===== config.mk =====
export PLATFORM = sky130hd
export DESIGN_NAME = marcador_rastro_flat
export DESIGN_NICKNAME = d
export VERILOG_FILES = /design/src/rtl/marcador_rastro_pkg.sv /design/src/rtl/marcador_rastro_if.sv /design/src/rtl/marcador_rastro_celula_endereco.sv /design/src/rtl/marcador_rastro.sv /design/src/flat_wrapper.sv
export SDC_FILE = /design/constraint.sdc
export NUM_CORES = 1
export LEC_CHECK = 0
export BUFFER_PORTS_ARGS = -buffer_cell sky130_fd_sc_hd__buf_4
export CORE_MARGIN = 2
export CORE_UTILIZATION = 43
export CTS_CLUSTER_DIAMETER = 40
export DETAILED_ROUTE_END_ITERATION = 8
export HOLD_SLACK_MARGIN = 0.15
export PLACE_DENSITY = 0.68
export SLEW_MARGIN = 25
export SYNTH_ARGS = -nofsm -noshare
export SYNTH_HDL_FRONTEND = slang
export SYNTH_SLANG_ARGS = --single-unit
export TNS_END_PERCENT = 5

===== constraint.sdc =====
create_clock -name VGA_CLK -period 1.8 [get_ports VGA_CLK]
set_input_delay 0.18 -clock VGA_CLK [delete_from_list [all_inputs] [get_ports VGA_CLK]]
set_output_delay 0.18 -clock VGA_CLK [all_outputs]
set_load 0.02 [all_outputs]

===== src/rtl/marcador_rastro_pkg.sv =====
// Shared grid geometry, cell codes and FSM encoding for the trail marker,
// the player movement blocks and the pixel renderer.
package marcador_rastro_pkg;

  localparam int unsigned GRID_W  = 80;
  localparam int unsigned GRID_H  = 60;
  localparam int unsigned BORDA   = 2;
  localparam int unsigned RAM_LAT = 2;

  localparam int unsigned PIX_W  = 10;
  localparam int unsigned CEL_W  = 7;
  localparam int unsigned END_W  = 13;
  localparam int unsigned DADO_W = 2;

  localparam logic [DADO_W-1:0] VAZIO = 2'd0;
  localparam logic [DADO_W-1:0] J1    = 2'd1;
  localparam logic [DADO_W-1:0] J2    = 2'd2;

  typedef enum logic [2:0] {
    LIMPA    = 3'd0,
    OCIOSO   = 3'd1,
    CONSULTA = 3'd2,
    ESPERA   = 3'd3,
    DECIDE   = 3'd4,
    ESCREVE  = 3'd5
  } estado_t;

  // Request fields kept between acceptance and the collision decision.
  typedef struct packed {
    logic jogador;
    logic borda;
  } pedido_t;

  function automatic logic [DADO_W-1:0] codigo_jogador(input logic jogador);
    return jogador ? J2 : J1;
  endfunction

endpackage


===== src/rtl/marcador_rastro_if.sv =====
// Move-request handshake from the player blocks and the trail RAM port.
interface marcador_rastro_mov_if;
  logic       mov_valid;
  logic       mov_jogador;
  logic [9:0] mov_x;
  logic [9:0] mov_y;
  logic       mov_ready;

  modport master (output mov_valid, mov_jogador, mov_x, mov_y, input mov_ready);
  modport slave  (input mov_valid, mov_jogador, mov_x, mov_y, output mov_ready);
endinterface

interface marcador_rastro_ram_if;
  logic [12:0] ram_endereco;
  logic        ram_wren;
  logic [1:0]  ram_dado;
  logic [1:0]  ram_q;

  modport master (output ram_endereco, ram_wren, ram_dado, input ram_q);
  modport slave  (input ram_endereco, ram_wren, ram_dado, output ram_q);
endinterface


===== src/rtl/marcador_rastro_celula_endereco.sv =====
// Pixel coordinate to grid cell, linear RAM address and arena-border flag.
module celula_endereco #(
  parameter int unsigned GRID_W = marcador_rastro_pkg::GRID_W,
  parameter int unsigned GRID_H = marcador_rastro_pkg::GRID_H,
  parameter int unsigned BORDA  = marcador_rastro_pkg::BORDA
) (
  input  logic [marcador_rastro_pkg::PIX_W-1:0] x,
  input  logic [marcador_rastro_pkg::PIX_W-1:0] y,
  output logic [marcador_rastro_pkg::CEL_W-1:0] cx_c,
  output logic [marcador_rastro_pkg::CEL_W-1:0] cy_c,
  output logic [marcador_rastro_pkg::END_W-1:0] endereco_c,
  output logic                                  borda_c
);
  import marcador_rastro_pkg::*;

  logic fora_c;

  assign cx_c = x[PIX_W-1:3];
  assign cy_c = y[PIX_W-1:3];

  // Off-screen pixels also land outside the arena.
  assign fora_c = (x >= PIX_W'(GRID_W * 8)) || (y >= PIX_W'(GRID_H * 8));

  assign borda_c = fora_c
                || (cx_c <  CEL_W'(BORDA))
                || (cx_c >= CEL_W'(GRID_W - BORDA))
                || (cy_c <  CEL_W'(BORDA))
                || (cy_c >= CEL_W'(GRID_H - BORDA));

  assign endereco_c = END_W'(cy_c) * END_W'(GRID_W) + END_W'(cx_c);

endmodule


===== src/rtl/marcador_rastro.sv =====
// Trail marker: clears the trail RAM, then records each player step or raises
// that player's sticky collision flag on a border hit or occupied cell.
module marcador_rastro #(
  parameter int unsigned GRID_W  = marcador_rastro_pkg::GRID_W,
  parameter int unsigned GRID_H  = marcador_rastro_pkg::GRID_H,
  parameter int unsigned BORDA   = marcador_rastro_pkg::BORDA,
  parameter int unsigned RAM_LAT = marcador_rastro_pkg::RAM_LAT
) (
  input  logic                        VGA_CLK,
  input  logic                        reset_n,
  input  logic                        reiniciar,
  marcador_rastro_mov_if.slave        mov,
  marcador_rastro_ram_if.master       ram,
  output logic                        colisao_p1,
  output logic                        colisao_p2,
  output logic                        limpando
);
  import marcador_rastro_pkg::*;

  localparam int unsigned CELULAS = GRID_W * GRID_H;
  localparam int unsigned CNT_W   = (RAM_LAT > 2) ? $clog2(RAM_LAT) : 1;

  estado_t             estado, estado_d;
  logic [END_W-1:0]    varre, varre_d;
  logic [CNT_W-1:0]    espera, espera_d;
  pedido_t             pedido, pedido_d;
  logic [END_W-1:0]    endereco, endereco_d;
  logic                wren, wren_d;
  logic [DADO_W-1:0]   dado, dado_d;
  logic                pronto, pronto_d;
  logic                col1, col1_d;
  logic                col2, col2_d;
  logic                limp, limp_d;

  logic [CEL_W-1:0]    cx_unused, cy_unused;
  logic [END_W-1:0]    endereco_c;
  logic                borda_c;
  logic                aceita_c;
  logic                ja_colidiu_c;
  logic                pedido_colidiu_c;

  celula_endereco #(
    .GRID_W (GRID_W),
    .GRID_H (GRID_H),
    .BORDA  (BORDA)
  ) u_celula (
    .x          (mov.mov_x),
    .y          (mov.mov_y),
    .cx_c       (cx_unused),
    .cy_c       (cy_unused),
    .endereco_c (endereco_c),
    .borda_c    (borda_c)
  );

  assign aceita_c         = mov.mov_valid && pronto;
  assign ja_colidiu_c     = mov.mov_jogador ? col2 : col1;
  assign pedido_colidiu_c = pedido.jogador ? col2 : col1;

  always_ff @(posedge VGA_CLK or negedge reset_n) begin
    if (!reset_n) begin
      estado   <= LIMPA;
      varre    <= '0;
      espera   <= '0;
      pedido   <= '0;
      endereco <= '0;
      wren     <= 1'b0;
      dado     <= VAZIO;
      pronto   <= 1'b0;
      col1     <= 1'b0;
      col2     <= 1'b0;
      limp     <= 1'b1;
    end else begin
      estado   <= estado_d;
      varre    <= varre_d;
      espera   <= espera_d;
      pedido   <= pedido_d;
      endereco <= endereco_d;
      wren     <= wren_d;
      dado     <= dado_d;
      pronto   <= pronto_d;
      col1     <= col1_d;
      col2     <= col2_d;
      limp     <= limp_d;
    end
  end

  // Outputs are computed one cycle ahead and registered with the state.
  always_comb begin
    estado_d   = estado;
    varre_d    = varre;
    espera_d   = espera;
    pedido_d   = pedido;
    endereco_d = endereco;
    wren_d     = 1'b0;
    dado_d     = VAZIO;
    pronto_d   = 1'b0;
    col1_d     = col1;
    col2_d     = col2;
    limp_d     = 1'b0;

    unique case (estado)
      LIMPA: begin
        endereco_d = varre;
        wren_d     = 1'b1;
        limp_d     = 1'b1;
        varre_d    = varre + END_W'(1);
        if (varre == END_W'(CELULAS - 1)) estado_d = OCIOSO;
      end
      OCIOSO: begin
        pronto_d = 1'b1;
        if (aceita_c) begin
          pronto_d = 1'b0;
          pedido_d = '{jogador: mov.mov_jogador, borda: borda_c};
          estado_d = CONSULTA;
          // Only real lookups move the RAM address.
          if (!borda_c && !ja_colidiu_c) endereco_d = endereco_c;
        end
      end
      CONSULTA: begin
        espera_d = '0;
        if (pedido_colidiu_c) begin
          estado_d = OCIOSO;
          pronto_d = 1'b1;
        end else if (pedido.borda) begin
          if (pedido.jogador) col2_d = 1'b1;
          else                col1_d = 1'b1;
          estado_d = OCIOSO;
          pronto_d = 1'b1;
        end else begin
          estado_d = (RAM_LAT > 1) ? ESPERA : DECIDE;
        end
      end
      ESPERA: begin
        espera_d = espera + CNT_W'(1);
        if (espera == CNT_W'(RAM_LAT - 2)) estado_d = DECIDE;
      end
      DECIDE: begin
        if (ram.ram_q != VAZIO) begin
          if (pedido.jogador) col2_d = 1'b1;
          else                col1_d = 1'b1;
          estado_d = OCIOSO;
          pronto_d = 1'b1;
        end else begin
          wren_d   = 1'b1;
          dado_d   = codigo_jogador(pedido.jogador);
          estado_d = ESCREVE;
        end
      end
      ESCREVE: begin
        estado_d = OCIOSO;
        pronto_d = 1'b1;
      end
      default: begin
        estado_d = LIMPA;
        varre_d  = '0;
        limp_d   = 1'b1;
      end
    endcase

    // Restart overrides everything, including an in-flight request.
    if (reiniciar) begin
      estado_d   = LIMPA;
      varre_d    = '0;
      espera_d   = '0;
      endereco_d = '0;
      wren_d     = 1'b0;
      dado_d     = VAZIO;
      pronto_d   = 1'b0;
      col1_d     = 1'b0;
      col2_d     = 1'b0;
      limp_d     = 1'b1;
    end
  end

  assign mov.mov_ready    = pronto;
  assign ram.ram_endereco = endereco;
  assign ram.ram_wren     = wren;
  assign ram.ram_dado     = dado;
  assign colisao_p1       = col1;
  assign colisao_p2       = col2;
  assign limpando         = limp;

endmodule

===== src/flat_wrapper.sv =====
// flat-port wrapper written by rule: the top's interface ports become plain ports
module marcador_rastro_flat import marcador_rastro_pkg::*;
#(
  parameter int unsigned GRID_W  = marcador_rastro_pkg::GRID_W,
  parameter int unsigned GRID_H  = marcador_rastro_pkg::GRID_H,
  parameter int unsigned BORDA   = marcador_rastro_pkg::BORDA,
  parameter int unsigned RAM_LAT = marcador_rastro_pkg::RAM_LAT
)
  (VGA_CLK, reset_n, reiniciar, colisao_p1, colisao_p2, limpando, mov_mov_valid, mov_mov_jogador, mov_mov_x, mov_mov_y, mov_mov_ready, ram_ram_endereco, ram_ram_wren, ram_ram_dado, ram_ram_q);
  marcador_rastro_mov_if mov_i ();
  marcador_rastro_ram_if ram_i ();
  input  logic VGA_CLK;
  input  logic reset_n;
  input  logic reiniciar;
  output logic colisao_p1;
  output logic colisao_p2;
  output logic limpando;
  input wire logic [$bits(mov_i.mov_valid)-1:0] mov_mov_valid;
  input wire logic [$bits(mov_i.mov_jogador)-1:0] mov_mov_jogador;
  input wire logic [$bits(mov_i.mov_x)-1:0] mov_mov_x;
  input wire logic [$bits(mov_i.mov_y)-1:0] mov_mov_y;
  output wire logic [$bits(mov_i.mov_ready)-1:0] mov_mov_ready;
  output wire logic [$bits(ram_i.ram_endereco)-1:0] ram_ram_endereco;
  output wire logic [$bits(ram_i.ram_wren)-1:0] ram_ram_wren;
  output wire logic [$bits(ram_i.ram_dado)-1:0] ram_ram_dado;
  input wire logic [$bits(ram_i.ram_q)-1:0] ram_ram_q;
  assign mov_i.mov_valid = mov_mov_valid;
  assign mov_i.mov_jogador = mov_mov_jogador;
  assign mov_i.mov_x = mov_mov_x;
  assign mov_i.mov_y = mov_mov_y;
  assign mov_mov_ready = mov_i.mov_ready;
  assign ram_ram_endereco = ram_i.ram_endereco;
  assign ram_ram_wren = ram_i.ram_wren;
  assign ram_ram_dado = ram_i.ram_dado;
  assign ram_i.ram_q = ram_ram_q;
  marcador_rastro #(.GRID_W(GRID_W), .GRID_H(GRID_H), .BORDA(BORDA), .RAM_LAT(RAM_LAT)) u_core (.VGA_CLK(VGA_CLK), .reset_n(reset_n), .reiniciar(reiniciar), .mov(mov_i), .ram(ram_i), .colisao_p1(colisao_p1), .colisao_p2(colisao_p2), .limpando(limpando));
endmodule

==> impl_metrics.toml <==
[synthesis]
synth-main-ff-cell = "dfrtp_1"
netlist_area_sq_mm = 0.002615
ys_seq_area_share_pct = 37.37
async_reset_ff_share_pct = 100.0
synth_commonest_cells = "38 x dfrtp_1, 30 x nor2_1, 27 x nand2_1"
syn-num-nets = 323
synthCells = 280
synth_top_area_share_pct = 36.36
synth_most_common_cell = "dfrtp_1"
syn_area_per_cell_sq_um = 9.339
ys_ff_latch = 39
yosys.area.top_type = "dfrtp_1"
ys_types = 56
synthTopCellsByArea = "dfrtp_1 36%, ha_1 6.7%, mux2_4 4.6%, nor2_1 4.3%, o21ai_0 4.0%"
synth_enable_flop_cells = 0
ys.warnings.count = 0

[floorplanning]
initial_core_util_pct = 44.43
design.die.area_sq_mm = 0.006722
die_y_um = 81.99
die_width_um = 81.99
core-area_sq_mm = 0.005886
rows = 28
ios = 47

[finish]
fillers = 541
finalInstanceArea_sq_mm = 0.003463
n_antenna_cell = 0
syn_to_final_growth_pct = 32.44
nets = 398
drive_gt1_share_pct = 35.11

[setup_path]
worstRegToRegCells = 5
path_delay_family = "adder cells"
crit_type = "in2reg"
crit_chain = "buf_4, ha_4, ha_4, fa_2, xnor2_4, nand4b_1, xnor3_1, a211oi_1, mux2_4"
crit_top_cell = "ha_4"
r2r-start = "u_core.estado[2]"
cp-start-kind = "input pin"
critPathMaxStageDelay_ns = 0.39
slowest_stage = "fa_2"
end_kind = "flop"
worstPathRequired_ns = 1.99
cp_max_fo = 2
cp_num_buf_inv = 1
r2r_end = "u_core.ram.ram_endereco[8]"
r2r_slack_ns = 0.01
crit_arrival_ns = 2.04

[power_and_ir_drop]
power.switching_uw = 556.8
ir_worst_vdd_uv = 381.0
power_frac_comb_pct = 24.0
cellPowerDensity_mw_per_mm2 = 564.1
swShare_pct = 28.50
p_int_mw = 1.397
clockPowerShare_pct = 30.2
p_seq_share_pct = 45.8
p_leak_nw = 1.577

[drt]
wl_per_cell_um = 15.72
wirelength_mm = 6.775
drtAntennaViolNets = 0
first_pass_iters = 4
drc = 0
vias_per_cell = 5.527
drt_first_iter_violations = 180
num_vias = 2382

[sta]
fmax_mhz = 538.5
final_hold_viol_count = 0
rsz0062_at_grt = "true"
period_share_pct = 103.2
tightestPinTransition_ns = 0.5456
skew_ns = 0.009205
relSlewSlack_pct = 63.59
totalNegativeSetupSlack_ns = -0.09619
slew_viol_final = 0
setup_violations = 3
fin_crit_ns = 1.857
worst_slack_ns = -0.05693

[run]
maxCapViolCount = 0

[global_route]
grt_pass1_wl_mm = 11.37
antenna_found_initial = 0
grt_pass1_vias = 2418
track_usage_pct = 22.20
grt_overflow_total = 0
grt_max_degree = 40

[status]
status = "finished, violations left"
violations = "negative setup slack"

[placed_design]
gp_congestion = 0.8124
hpwl_mm = 5.067
portBuffers = 40
dpl_cell_area_sq_mm = 0.003322

[worst_hold_path]
hold_path_end = "u_core.ram.ram_dado[1]"
hp-start = "ram_ram_q[0]"
whs_path_depth = 4
hp-class = "in2reg"

[clock_network]
postCtsSetupBuffers = 0
numCtsBuffers = 5
insertion_delay_ns = 0.30
cts_tree = "built"
cts_root_buf = "clkbuf_8"
htree_levels = 2
cts_buffer_depth = 2
clk_pin_slew_worst_paths_ns = 0.08
cts.sinks = 39
## sequential cells by signal (all words and copies together), names as in the netlist
signal and cells:
u_core.ram.ram_dado 2, u_core.espera 1, u_core.estado 3, u_core.ram.ram_wren 1, u_core.pedido 2, u_core.colisao_p1 1, u_core.limpando 1, u_core.varre 13
u_core.colisao_p2 1, u_core.ram.ram_endereco 13, u_core.mov.mov_ready 1
## logic make-up after synthesis
group	synth area share, %
compound gates	19.28
xor+xnor	3.206
fa+ha+maj	8.230
buf+inv	3.158
flops	37.37
mux	6.986
simple gates	21.77
## per-layer routing
layer  wire length [um]  global-route usage (%)
met5                  0                       0
met4                 58                   6.500
met3                380                   3.407
met2               3248                   37.56
met1               3087                   29.31
## cells in the final DEF (no fill, tap or decap), drive strengths merged, types with 6 or more instances in the layout
cell type / Yosys / routed
buf: 6 / 78
dfrtp: 38 / 38
nor2: 31 / 31
nand2: 28 / 28
o21ai: 21 / 21
a21oi: 17 / 17
ha: 14 / 14
nor3: 12 / 12
nand3: 10 / 10
mux2: 10 / 10
inv: 8 / 8
a211oi: 6 / 6
## worst max path at each step
stage                                        to  cells after the start    startpoint  slack (ns)
floorplan           u_core.ram.ram_endereco[10]                      8  mov_mov_y[4]       -0.19
CTS                 u_core.ram.ram_endereco[10]                      9  mov_mov_y[4]       -0.05
finish              u_core.ram.ram_endereco[10]                      9  mov_mov_y[4]       -0.06
global route        u_core.ram.ram_endereco[10]                      9  mov_mov_y[4]       -0.14
detailed placement  u_core.ram.ram_endereco[12]                      8  mov_mov_y[5]       -0.44
global placement    u_core.ram.ram_endereco[10]                      9  mov_mov_y[4]       -0.36
## worst min-delay path, cell delays in order
cell	delay, ns
buf_4	0.09
nor2_1	0.04
nand3_1	0.11
nor2_1	0.05
## layout make-up
class,instances,area (sq um),area share [%]
flip-flops and latches,39,977.2,28.22
multi-input cells,221,1673,48.30
clock inverters,3,15.01,0.4335
well taps,75,93.84,2.710
inverters,8,30.03,0.8671
clock buffers,5,68.82,1.987
repair buffers,80,605.6,17.49
## what timing repair did
item | 4_1_cts | 5_1_grt
endpoints found under the hold margin | 38 | 1
resized for setup | 7 | 1
setup endpoints to repair | 19 | 12
hold buffers | 1 | 1
pin swaps | 3 | 1
## per-stage QoR
step | utilization (%) | total power, mW | hold WS (ns) | std cells | setup WS [ns]
floorplan | - | 1.173 | -0.1156 | 280 | -0.1878
global placement | 56.44 | 1.363 | 0.1901 | 421 | -0.3617
detailed placement | 56.44 | 1.371 | 0.1933 | 421 | -0.4366
CTS | 58.55 | 1.967 | 0.1518 | 430 | -0.05405
global route | 58.84 | 2.050 | 0.2381 | 431 | -0.1352
finish | 58.84 | 1.954 | 0.2137 | 431 | -0.05693
## power by group through the flow
stage / registers (mW) / logic, mW / clock network, mW
after floorplan: 0.920 / 0.253 / 0
after global placement: 0.911 / 0.452 / 0
after detailed placement: 0.911 / 0.459 / 0
after CTS: 0.894 / 0.471 / 0.603
after global routing: 0.896 / 0.515 / 0.639
final: 0.894 / 0.469 / 0.591
Power figures use the tool's default switching activity.
